File: src/rtl/piano_pkg.sv
// ---------------------------------------------------------------------------
// piano_pkg
// Shared definitions for the piano key bus: note index and duration widths,
// default recorder depth, the note-index constants used by the song players,
// the keypad and the tone generator, and the recorded event record.
// ---------------------------------------------------------------------------
package piano_pkg;

  // Bus and recorder defaults
  localparam int KEY_W     = 4;
  localparam int DUR_W     = 26;
  localparam int REC_DEPTH = 32;

  typedef logic [KEY_W-1:0] note_t;

  // Chromatic note indices within one octave, plus the first note above it
  localparam note_t NOTE_C  = 4'd0;
  localparam note_t NOTE_CS = 4'd1;
  localparam note_t NOTE_D  = 4'd2;
  localparam note_t NOTE_DS = 4'd3;
  localparam note_t NOTE_E  = 4'd4;
  localparam note_t NOTE_F  = 4'd5;
  localparam note_t NOTE_FS = 4'd6;
  localparam note_t NOTE_G  = 4'd7;
  localparam note_t NOTE_GS = 4'd8;
  localparam note_t NOTE_A  = 4'd9;
  localparam note_t NOTE_AS = 4'd10;
  localparam note_t NOTE_B  = 4'd11;
  localparam note_t NOTE_C5 = 4'd12;

  // One recorded note: which key and how many clk cycles it was held
  typedef struct packed {
    note_t            key;
    logic [DUR_W-1:0] dur;
  } key_event_t;

  // Packs a key/duration pair into an event record
  function automatic key_event_t make_event(input note_t key, input logic [DUR_W-1:0] dur);
    key_event_t ev;
    ev.key = key;
    ev.dur = dur;
    return ev;
  endfunction

endpackage

File: src/rtl/key_event_fifo.sv
// ---------------------------------------------------------------------------
// key_event_fifo
// Synchronous FIFO of DEPTH words of W bits holding recorded note events.
// Reads have one cycle of latency: a pop accepted on one edge presents the
// oldest word on rd_data with rd_valid high for the following cycle.
//
// Ports
//   clk       rising-edge clock
//   rst       asynchronous active-low reset (control state only)
//   clear     synchronous flush of pointers and count; beats push and pop
//   push      write request for push_data
//   push_data word to store
//   pop       read request; ignored while empty
//   rd_valid  one-cycle strobe qualifying rd_data
//   rd_data   popped word
//   count     stored words, 0..DEPTH
//   full      count == DEPTH
//   empty     count == 0
//   drop      a push was refused because the FIFO was full with no pop
// ---------------------------------------------------------------------------
module key_event_fifo #(
  parameter int W     = 30,
  parameter int DEPTH = 32,
  parameter int AW    = $clog2(DEPTH)
) (
  input  logic          clk,
  input  logic          rst,
  input  logic          clear,
  input  logic          push,
  input  logic [W-1:0]  push_data,
  input  logic          pop,
  output logic          rd_valid,
  output logic [W-1:0]  rd_data,
  output logic [AW:0]   count,
  output logic          full,
  output logic          empty,
  output logic          drop
);

  localparam logic [AW:0]   CNT_FULL = (AW+1)'(DEPTH);
  localparam logic [AW:0]   CNT_ONE  = (AW+1)'(1);
  localparam logic [AW-1:0] PTR_ONE  = AW'(1);

  logic [W-1:0]  mem [DEPTH];
  logic [AW-1:0] wr_ptr;
  logic [AW-1:0] rd_ptr;
  logic          pop_do;
  logic          push_do;

  assign full  = (count == CNT_FULL);
  assign empty = (count == '0);

  // A pop in the same cycle frees a slot, so a push while full is still
  // accepted when it is paired with a pop.
  assign pop_do  = pop & ~empty & ~clear;
  assign push_do = push & (~full | pop_do) & ~clear;
  assign drop    = push & full & ~pop_do & ~clear;

  // Event storage; left unreset since count decides what is meaningful
  always_ff @(posedge clk) begin
    if (push_do) begin
      mem[wr_ptr] <= push_data;
    end
  end

  // Pointers, occupancy and the registered read port
  always_ff @(posedge clk or negedge rst) begin
    if (!rst) begin
      wr_ptr   <= '0;
      rd_ptr   <= '0;
      count    <= '0;
      rd_valid <= 1'b0;
      rd_data  <= '0;
    end else if (clear) begin
      wr_ptr   <= '0;
      rd_ptr   <= '0;
      count    <= '0;
      rd_valid <= 1'b0;
    end else begin
      rd_valid <= pop_do;
      if (push_do) begin
        wr_ptr <= wr_ptr + PTR_ONE;
      end
      if (pop_do) begin
        rd_data <= mem[rd_ptr];
        rd_ptr  <= rd_ptr + PTR_ONE;
      end
      case ({push_do, pop_do})
        2'b10:   count <= count + CNT_ONE;
        2'b01:   count <= count - CNT_ONE;
        default: count <= count;
      endcase
    end
  end

endmodule

File: src/rtl/key_recorder.sv
// ---------------------------------------------------------------------------
// key_recorder
// Listens on the key_on/key note bus, times every note press in clk cycles
// and stores {key, duration} events in an on-chip FIFO for later readback.
// It only observes the bus and never influences the tone generator.
//
// Ports
//   clk       rising-edge clock
//   rst       asynchronous active-low reset
//   key_on    note gate, synchronous to clk
//   key       note index, valid while key_on is high
//   rec_en    arms capture; looked at only when a press starts
//   clear     synchronous flush of FIFO, count and overflow; aborts a press
//   rd_en     pop request, one event per cycle
//   rd_valid  one-cycle strobe qualifying rd_key / rd_dur
//   rd_key    popped note index
//   rd_dur    popped duration in clk cycles
//   count     stored events, 0..DEPTH
//   full      count == DEPTH
//   overflow  sticky: an event was lost because the FIFO was full
//   busy      a press is currently being timed
// ---------------------------------------------------------------------------
module key_recorder
  import piano_pkg::*;
#(
  parameter int KEY_W = piano_pkg::KEY_W,
  parameter int DUR_W = piano_pkg::DUR_W,
  parameter int DEPTH = piano_pkg::REC_DEPTH,
  parameter int AW    = $clog2(DEPTH)
) (
  input  logic             clk,
  input  logic             rst,
  input  logic             key_on,
  input  logic [KEY_W-1:0] key,
  input  logic             rec_en,
  input  logic             clear,
  input  logic             rd_en,
  output logic             rd_valid,
  output logic [KEY_W-1:0] rd_key,
  output logic [DUR_W-1:0] rd_dur,
  output logic [AW:0]      count,
  output logic             full,
  output logic             overflow,
  output logic             busy
);

  localparam int               EW      = KEY_W + DUR_W;
  localparam logic [DUR_W-1:0] DUR_ONE = DUR_W'(1);
  localparam logic [DUR_W-1:0] DUR_MAX = '1;

  typedef enum logic [1:0] {
    IDLE   = 2'd0,
    PRESS  = 2'd1,
    COMMIT = 2'd2
  } rec_state_t;

  rec_state_t       state;
  logic             key_on_q;
  logic             rise;
  logic             fall;
  logic [KEY_W-1:0] cur_key;
  logic [DUR_W-1:0] dur;
  logic             push;
  logic [EW-1:0]    push_data;
  logic [EW-1:0]    rd_data;
  logic             fifo_empty;
  logic             fifo_drop;

  // Registered gate used for press/release edge detection
  always_ff @(posedge clk or negedge rst) begin
    if (!rst) begin
      key_on_q <= 1'b0;
    end else begin
      key_on_q <= key_on;
    end
  end

  assign rise = key_on & ~key_on_q;
  assign fall = ~key_on & key_on_q;

  // An event is produced when the key changes under a held gate (legato) or
  // one cycle after release, once the final duration has settled.
  assign push      = ((state == PRESS) && key_on && (key != cur_key)) || (state == COMMIT);
  assign push_data = {cur_key, dur};

  // Press timing FSM. The duration counts every edge at which key_on is
  // sampled high for the current note, so the starting edge already counts
  // as 1. A clear drops whatever press is in flight; since key_on_q keeps
  // tracking the bus, a key held through the clear needs a fresh rise.
  always_ff @(posedge clk or negedge rst) begin
    if (!rst) begin
      state   <= IDLE;
      busy    <= 1'b0;
      cur_key <= '0;
      dur     <= '0;
    end else if (clear) begin
      state <= IDLE;
      busy  <= 1'b0;
    end else begin
      case (state)
        IDLE: begin
          if (rise && rec_en) begin
            state   <= PRESS;
            busy    <= 1'b1;
            cur_key <= key;
            dur     <= DUR_ONE;
          end
        end
        PRESS: begin
          if (fall) begin
            state <= COMMIT;
            busy  <= 1'b0;
          end else if (key != cur_key) begin
            cur_key <= key;
            dur     <= DUR_ONE;
          end else if (dur != DUR_MAX) begin
            dur <= dur + DUR_ONE;
          end
        end
        COMMIT: begin
          state <= IDLE;
          busy  <= 1'b0;
        end
        default: begin
          state <= IDLE;
          busy  <= 1'b0;
        end
      endcase
    end
  end

  // Sticky record of any event lost to a full FIFO
  always_ff @(posedge clk or negedge rst) begin
    if (!rst) begin
      overflow <= 1'b0;
    end else if (clear) begin
      overflow <= 1'b0;
    end else if (fifo_drop) begin
      overflow <= 1'b1;
    end
  end

  key_event_fifo #(
    .W     (EW),
    .DEPTH (DEPTH),
    .AW    (AW)
  ) u_fifo (
    .clk       (clk),
    .rst       (rst),
    .clear     (clear),
    .push      (push),
    .push_data (push_data),
    .pop       (rd_en),
    .rd_valid  (rd_valid),
    .rd_data   (rd_data),
    .count     (count),
    .full      (full),
    .empty     (fifo_empty),
    .drop      (fifo_drop)
  );

  assign rd_key = rd_data[EW-1:DUR_W];
  assign rd_dur = rd_data[DUR_W-1:0];

  // Occupancy is also visible through count; empty is only used internally
  logic unused_empty;
  assign unused_empty = fifo_empty;

endmodule

File: config.mk
export PLATFORM = sky130hd
export DESIGN_NAME = key_recorder
export DESIGN_NICKNAME = d
export VERILOG_FILES = /design/src/rtl/piano_pkg.sv /design/src/rtl/key_event_fifo.sv /design/src/rtl/key_recorder.sv
export SDC_FILE = /design/constraint.sdc
export NUM_CORES = 1
export LEC_CHECK = 0
export CORE_MARGIN = 2
export CORE_UTILIZATION = 30
export CTS_BUF_LIST = sky130_fd_sc_hd__clkbuf_8
export DETAILED_ROUTE_END_ITERATION = 6
export PLACE_DENSITY = 0.49
export SETUP_SLACK_MARGIN = 0.5
export SYNTH_ARGS = -nofsm -noshare
export SYNTH_HDL_FRONTEND = slang
export SYNTH_SLANG_ARGS = --single-unit
File: constraint.sdc
create_clock -name clk -period 4.75 [get_ports clk]
set_clock_uncertainty 0.15 [all_clocks]
set_input_delay 0.7125 -clock clk [delete_from_list [all_inputs] [get_ports clk]]
set_output_delay 0.7125 -clock clk [all_outputs]
set_load 0.02 [all_outputs]
==> run_results.csv, run 1 <==
group,metric,value,unit
finish,finalInstanceArea,0.0474,mm2
synthesis,synth_top_area_share,0.716,
power,p_int,14.5,mW
global_routing,grt_util_all_layers,0.163,
synthesis,async_reset_ff_frac,0.0787,
routing,wl_per_cell,27.2,um
die,fp.dieW,370,um
clock_network,cts_made_buffers,176,
synthesis,synth_flop_cell,"edfxtp_1",
clock_network,cts-root-buf,"clkbuf_8",
power,p_leak,15.8,nW
power,switching_share,0.230,
place,place_worst_setup_slack,0.529,ns
routing,drtIter0Drc,2067,
finish,finish.utilization,0.356,
sta,post-route-period-util,0.796,
global_routing,antenna_found_initial,5,
synthesis,synth_top_cell_by_area,"edfxtp_1",
routing,drc,0,
sta,grt_setup_unrepaired,"false",
die,initial_utilization,0.302,
place,place_hpwl,68300,um
die,io_pins,50,
global_routing,grt.overflow.total,0,
sta,fmax,0.265,GHz
setup_path,cp_top_family,"simple AND/OR/NAND/NOR gates",
setup_path,crit_path_start_kind,"flop",
clock_network,cts_tree,"done",
synthesis,syn_area_per_cell,20.5,um2
flow_run,max_cap_violations,0,
synthesis,synth_seq_cells,1042,
sta,fin_tns_setup,0,ns
place,place_area,0.0441,mm2
setup_path,required,3.89,ns
setup_path,cp.arrival,2.92,ns
clock_network,cts-htree-levels,4,
finish,nNetsFinal,2220,
setup_path,crit_path_end_kind,"output pin",
synthesis,syn-num-nets,1988,
die,design.die.area,0.137,mm2
power,seqPwrFrac,0.539,
setup_path,cp_cell_sequence,"or4_4 > nor3b_1 > clkdlybuf4s50_1",
sta,period_minus_slack,3.78,ns
power,p_sw,4.34,mW
global_routing,grt_first_pass_wirelength,158000,um
power,p_clk_frac,0.408,
power,powerDensity,398,mW/mm2
finish,synthToLayoutAreaGrowth,17.8,%
clock_network,cts.path.max_buffers,3,
synthesis,synth_area,0.0402,mm2
global_routing,grt_max_degree,66,
setup_path,cp_slowest_cell,"clkdlybuf4s50_1",
routing,postRouteAntennaNets,0,
power,pwr-share-comb,0.053,
finish,drive_gt1_frac,0.277,
clock_network,cts.reportedPaths.clkPinSlew,0.06,ns
place,routabilityCongestion,0.794,
routing,drt-pass1-iter-count,5,
setup_path,cp_slowest_stage_delay,0.68,ns
die,fp-row-count,134,
clock_network,insertion_delay,0.84,ns
synthesis,ys_seq_area_frac,0.767,
synthesis,postSynthCellCount,1967,
min_path,worst_hold_path_type,"input pin to async pin",
setup_path,cp_num_buf_inv,1,
global_routing,grt_pass1_vias,21500,
synthesis,yosysWarnings,0,
sta,slew_headroom,0.246,
run_status,status,"completed",
die,die_y,370,um
die,core,0.133,mm2
sta,worst_pin_slew,1.13,ns
routing,finalWirelength,112000,um
sta,hold_viol_final,0,
routing,via_per_inst,5.03,
sta,drv_slew,0,
setup_path,critical_path_class,"flop to output pin",
clock_network,clock_sinks,1042,
power,irDropWorstVdd,0.275,mV
synthesis,synth_edf_count,960,
sta,setup_ws,0.970,ns
place,port_buffers,49,
synthesis,synth_area_leaders,"edfxtp_1, mux4_2, dfrtp_1",
sta,setup_viol,0,
synthesis,ys_types,64,
routing,vias,20600,
setup_path,worstPathMaxFanout,6,
## sequential cells by signal (all words and copies together), names as in the netlist
signal	cells
busy	1
u_fifo.wr_ptr	5
dur	26
key_on_q	1
u_fifo.mem	960
u_fifo.count	6
u_fifo.rd_data	30
u_fifo.rd_valid	1
u_fifo.rd_ptr	5
overflow	1
cur_key	4
state	2
## logic make-up after synthesis
family                     synth area share
AOI/OAI and AO/OA                    0.0484
xor gates and xnor gates            0.00283
adders and majority gates           0.00361
buffers and inverters                0.0126
DFF                                   0.767
muxes                                 0.138
and+or+nand+nor                      0.0274
## repair_timing
item / in CTS / in global routing
resized for setup: 0 / 0
hold buffers: 1 / 0
endpoints found under the hold margin: 54 / 0
setup buffers: 0 / 0
## power groups by stage
stage / logic (mW) / registers (mW) / clock network (mW)
2_1_floorplan: 0.405 / 10.5 / 0
3_3_place_gp: 1.00 / 10.4 / 0
3_5_place_dp: 1.01 / 10.4 / 0
4_1_cts: 1.02 / 10.2 / 7.92
5_1_grt: 1.07 / 10.2 / 8.31
6_report: 0.998 / 10.2 / 7.70
## cell usage after synthesis, types with 5 or more instances
| master | n |
|---|---|
| mux2i_1 | 8 |
| nand2b_1 | 9 |
| edfxtp_1 | 960 |
| and3_1 | 6 |
| a211oi_1 | 5 |
| buf_2 | 26 |
| xor2_1 | 9 |
| a31oi_1 | 22 |
| or3_1 | 7 |
| ha_1 | 10 |
| inv_1 | 14 |
| mux4_2 | 241 |
| a21oi_1 | 77 |
| a22oi_1 | 120 |
| or3b_2 | 5 |
| clkbuf_1 | 71 |
| nand3_1 | 15 |
| o21ai_0 | 36 |
| nor2_1 | 53 |
| buf_1 | 15 |
| or4_1 | 6 |
| nand2_1 | 88 |
| dfrtp_1 | 82 |
| nand4_1 | 8 |
## cell type report
cell class / instances / area, um2
Antenna cell: 2 / 5.00
Clock buffer: 181 / 2490
Clock inverter: 135 / 862
Fill cell: 12400 / 85900
Inverter: 14 / 52.6
Multi-Input combinational cell: 799 / 9140
Sequential cell: 1042 / 30900
Tap cell: 1768 / 2210
Timing Repair Buffer: 166 / 1770
## placed cells by master (no fill, tap or decap), drive strengths merged, types with 6 or more instances in the layout
master / synthesis / routed
edfxtp: 960 / 960
mux4: 241 / 241
clkbuf: 71 / 181
a22oi: 120 / 120
buf: 41 / 117
nand2: 88 / 88
dfrtp: 82 / 82
a21oi: 77 / 77
inv: 14 / 73
clkinv: 0 / 63
nor2: 54 / 54
clkdlybuf4s50: 0 / 48
o21ai: 39 / 39
a31oi: 22 / 22
nand3: 15 / 15
ha: 10 / 10
xor2: 9 / 9
nand2b: 9 / 9
bufinv: 0 / 9
nand4: 8 / 8
mux2i: 8 / 8
or3: 7 / 7
or4: 7 / 7
and3: 6 / 6
## per-stage QoR
step | hold WS, ns | std cells | total power, mW
after global routing | 0.291 | 4106 | 19.6
after detailed placement | 0.319 | 3788 | 11.4
after global placement | 0.324 | 3788 | 11.4
final | 0.325 | 4107 | 18.9
after CTS | 0.221 | 4105 | 19.1
after floorplan | 0.267 | 1967 | 10.9
## final timing paths
kind / from / end / slack, ns / depth (start not counted)
min in group clk: u_fifo.rd_data[3] / u_fifo.rd_data[3] / 0.33 / 2
hold / removal: rst / overflow / 0.32 / 2
setup reg to reg: u_fifo.rd_ptr[0] / u_fifo.rd_data[19] / 1.18 / 7
setup / recovery: u_fifo.count[1] / full / 0.97 / 3
max in group asynchronous: rst / u_fifo.rd_data[7] / 3.11 / 3
hold reg to reg: u_fifo.rd_data[3] / u_fifo.rd_data[3] / 0.33 / 2
## layer usage
layer,vias to the layer above,share of wire,track usage
met5,-,0,0
li1,8711,-,-
met2,742,0.48,0.262
met3,160,0.074,0.0418
met1,11000,0.42,0.219
met4,0,0.023,0.0485
No activity file was read; power rests on OpenSTA's default activity.
==> inputs of run 2 (changes only) <==
--- a/config.mk
+++ b/config.mk
@@ -9,7 +9,7 @@
 export CORE_UTILIZATION = 30
 export CTS_BUF_LIST = sky130_fd_sc_hd__clkbuf_8
 export DETAILED_ROUTE_END_ITERATION = 6
-export PLACE_DENSITY = 0.49
+export PLACE_DENSITY = 0.51
 export SETUP_SLACK_MARGIN = 0.5
 export SYNTH_ARGS = -nofsm -noshare
 export SYNTH_HDL_FRONTEND = slang
==> constraint.sdc (replaced) <==
create_clock -name clk -period 3.32 [get_ports clk]
set_clock_uncertainty 0.15 [all_clocks]
set_input_delay 0.498 -clock clk [delete_from_list [all_inputs] [get_ports clk]]
set_output_delay 0.498 -clock clk [all_outputs]
set_load 0.02 [all_outputs]
==> run 2 against run 1 <==
Effect of this change: first-iteration DRC count is 1.2% higher; critical endpoint is now u_fifo.mem[4][24]; critical path type is now flop to flop; utilization is 1.8 points higher; sequential power is 42% higher; cell count is 3.3% higher.
==> run_results.csv, run 2 (synthesized netlist as in run 1, its figures left out) <==
group,metric,value,unit
setup_path,cp.arrival,3.42,ns
min_path,worst_hold_path_type,"input pin to flop",
sta,setup_ws,0.357,ns
sta,hold_viol_final,0,
place,routabilityCongestion,0.782,
finish,top_register,"u_fifo.mem",
routing,finalWirelength,109000,um
sta,worst_pin_slew,0.638,ns
sta,fin_tns_setup,0,ns
setup_path,timing.rr.end,"u_fifo.mem[4][24]",
finish,top_regs,"u_fifo.mem x960, u_fifo.rd_data x30, dur x26",
die,design.die.area,0.137,mm2
clock_network,clock_sinks,1042,
place,place_worst_setup_slack,0.0370,ns
routing,drtIter0Drc,2091,
sta,setup_viol,0,
routing,postRouteAntennaNets,0,
clock_network,insertion_delay,0.87,ns
sta,drv_slew,0,
setup_path,r2r_cells,9,
setup_path,rrSetupSlack,0.36,ns
global_routing,grt.overflow.total,0,
sta,fmax,0.338,GHz
sta,post-route-period-util,0.892,
clock_network,cts-root-buf,"clkbuf_8",
finish,final_common_cell,"edfxtp_1",
global_routing,grt_pass1_vias,22300,
min_path,hold_start,"key_on",
clock_network,cts_made_buffers,170,
die,fp-row-count,134,
sta,period_minus_slack,2.96,ns
setup_path,crit_path_end_kind,"flop",
routing,wl_per_cell,25.6,um
routing,drt-pass1-iter-count,5,
routing,vias,21200,
place,place_hpwl,64800,um
global_routing,antenna_found_initial,6,
setup_path,critical_path_class,"flop to flop",
finish,largest_reg_flops,960,
flow_run,max_cap_violations,0,
setup_path,crit_path_start_kind,"flop",
clock_network,cts_tree,"done",
global_routing,grt_first_pass_wirelength,157000,um
place,port_buffers,49,
clock_network,cts.reportedPaths.clkPinSlew,0.06,ns
finish,final_cell_mix,"edfxtp_1, mux4_2, clkbuf_8, buf_4, a22oi_1",
finish,synthToLayoutAreaGrowth,23.8,%
sta,slew_headroom,0.575,
finish,drive_gt1_frac,0.333,
clock_network,cts.path.max_buffers,3,
power,irDropWorstVdd,0.386,mV
power,p_leak,17.0,nW
die,core,0.133,mm2
die,initial_utilization,0.302,
min_path,whs_path_depth,2,
min_path,min_to,"key_on_q",
setup_path,worstPathMaxFanout,15,
die,fp.dieW,370,um
setup_path,required,3.78,ns
routing,via_per_inst,5.01,
clock_network,cts-htree-levels,4,
power,p_total,26.6,mW
sta,grt_setup_unrepaired,"true",
setup_path,r2r_start,"u_fifo.count[0]",
global_routing,grt_max_degree,61,
routing,drc,0,
finish,finish.utilization,0.374,
die,die_y,370,um
finish,nNetsFinal,2358,
power,powerDensity,534,mW/mm2
global_routing,grt_util_all_layers,0.159,
run_status,status,"completed",
die,io_pins,50,
run 2: cell count changes in the layout (fill, tap and decap cells not counted), sizes merged, moves of 2 or more:
cell | previous run | this run
buf | 117 | 253
inv | 73 | 101
clkinv | 63 | 40
bufinv | 9 | 4
clkinvlp | 4 | 1
bufbuf | 0 | 2
dlygate4sd3 | 1 | 3
run 2: through the flow:
stage,hold slack (ns),std cells,cell area (um2)
floorplan,0.0524,1967,40600
detailed placement,0.325,3855,45300
global route,0.0811,4241,49800
global placement,0.319,3855,45300
CTS,0.00294,4209,49400
finish,0.105,4242,49800
run 2: area by class of cell:
| class | count | area (um2) |
|---|---|---|
| well taps | 1768 | 2210 |
| flip-flops and latches | 1042 | 30900 |
| inverters | 14 | 60.1 |
| fillers | 12100 | 83500 |
| multi-input cells | 799 | 9390 |
| clock inverters | 132 | 726 |
| diodes | 2 | 5.00 |
| clock buffers | 175 | 2410 |
| repair buffers | 310 | 4120 |
run 2: worst max path at each step:
stage	from	end	cells after the start
final	u_fifo.count[0]	u_fifo.mem[4][24]	9
after global routing	u_fifo.count[0]	u_fifo.mem[29][25]	9
after CTS	u_fifo.count[0]	full	3
after detailed placement	key[1]	u_fifo.count[1]	12
after global placement	key[0]	u_fifo.mem[3][13]	9
after floorplan	u_fifo.count[0]	u_fifo.count[5]	12
run 2: report_power, final:
group | internal [mW] | switching [mW] | total [mW]
clock | 5.25 | 5.16 | 10.4
sequential | 14.4 | 0.0907 | 14.5
combinational | 0.761 | 0.913 | 1.67
run 2: timing repair:
action                                  4_1_cts  5_1_grt
pin swaps                                    10        8
hold buffers                                  4        0
buffers inserted                             31       27
endpoints found under the setup margin      943      915
gates cloned                                 12        4
hold endpoints to repair                     83        0
resized for setup                            46       28
run 2: metal layers:
layer | up-vias | global-route usage | routed length, um
met1 | 11300 | 0.222 | 48200
met5 | - | 0 | 0
met3 | 145 | 0.0349 | 7040
met4 | 0 | 0.0490 | 2090
li1 | 9006 | - | -
met2 | 746 | 0.247 | 51200
run 2: critical path, cell delays in order, from the launching register on:
cell and delay [ns]:
dfrtp_2 0.40, or4_4 0.59, buf_4 0.16, or4b_4 0.50, o21ai_4 0.15, or3b_4 0.21, buf_12 0.12, buf_6 0.11
nor2_4 0.08, buf_12 0.18
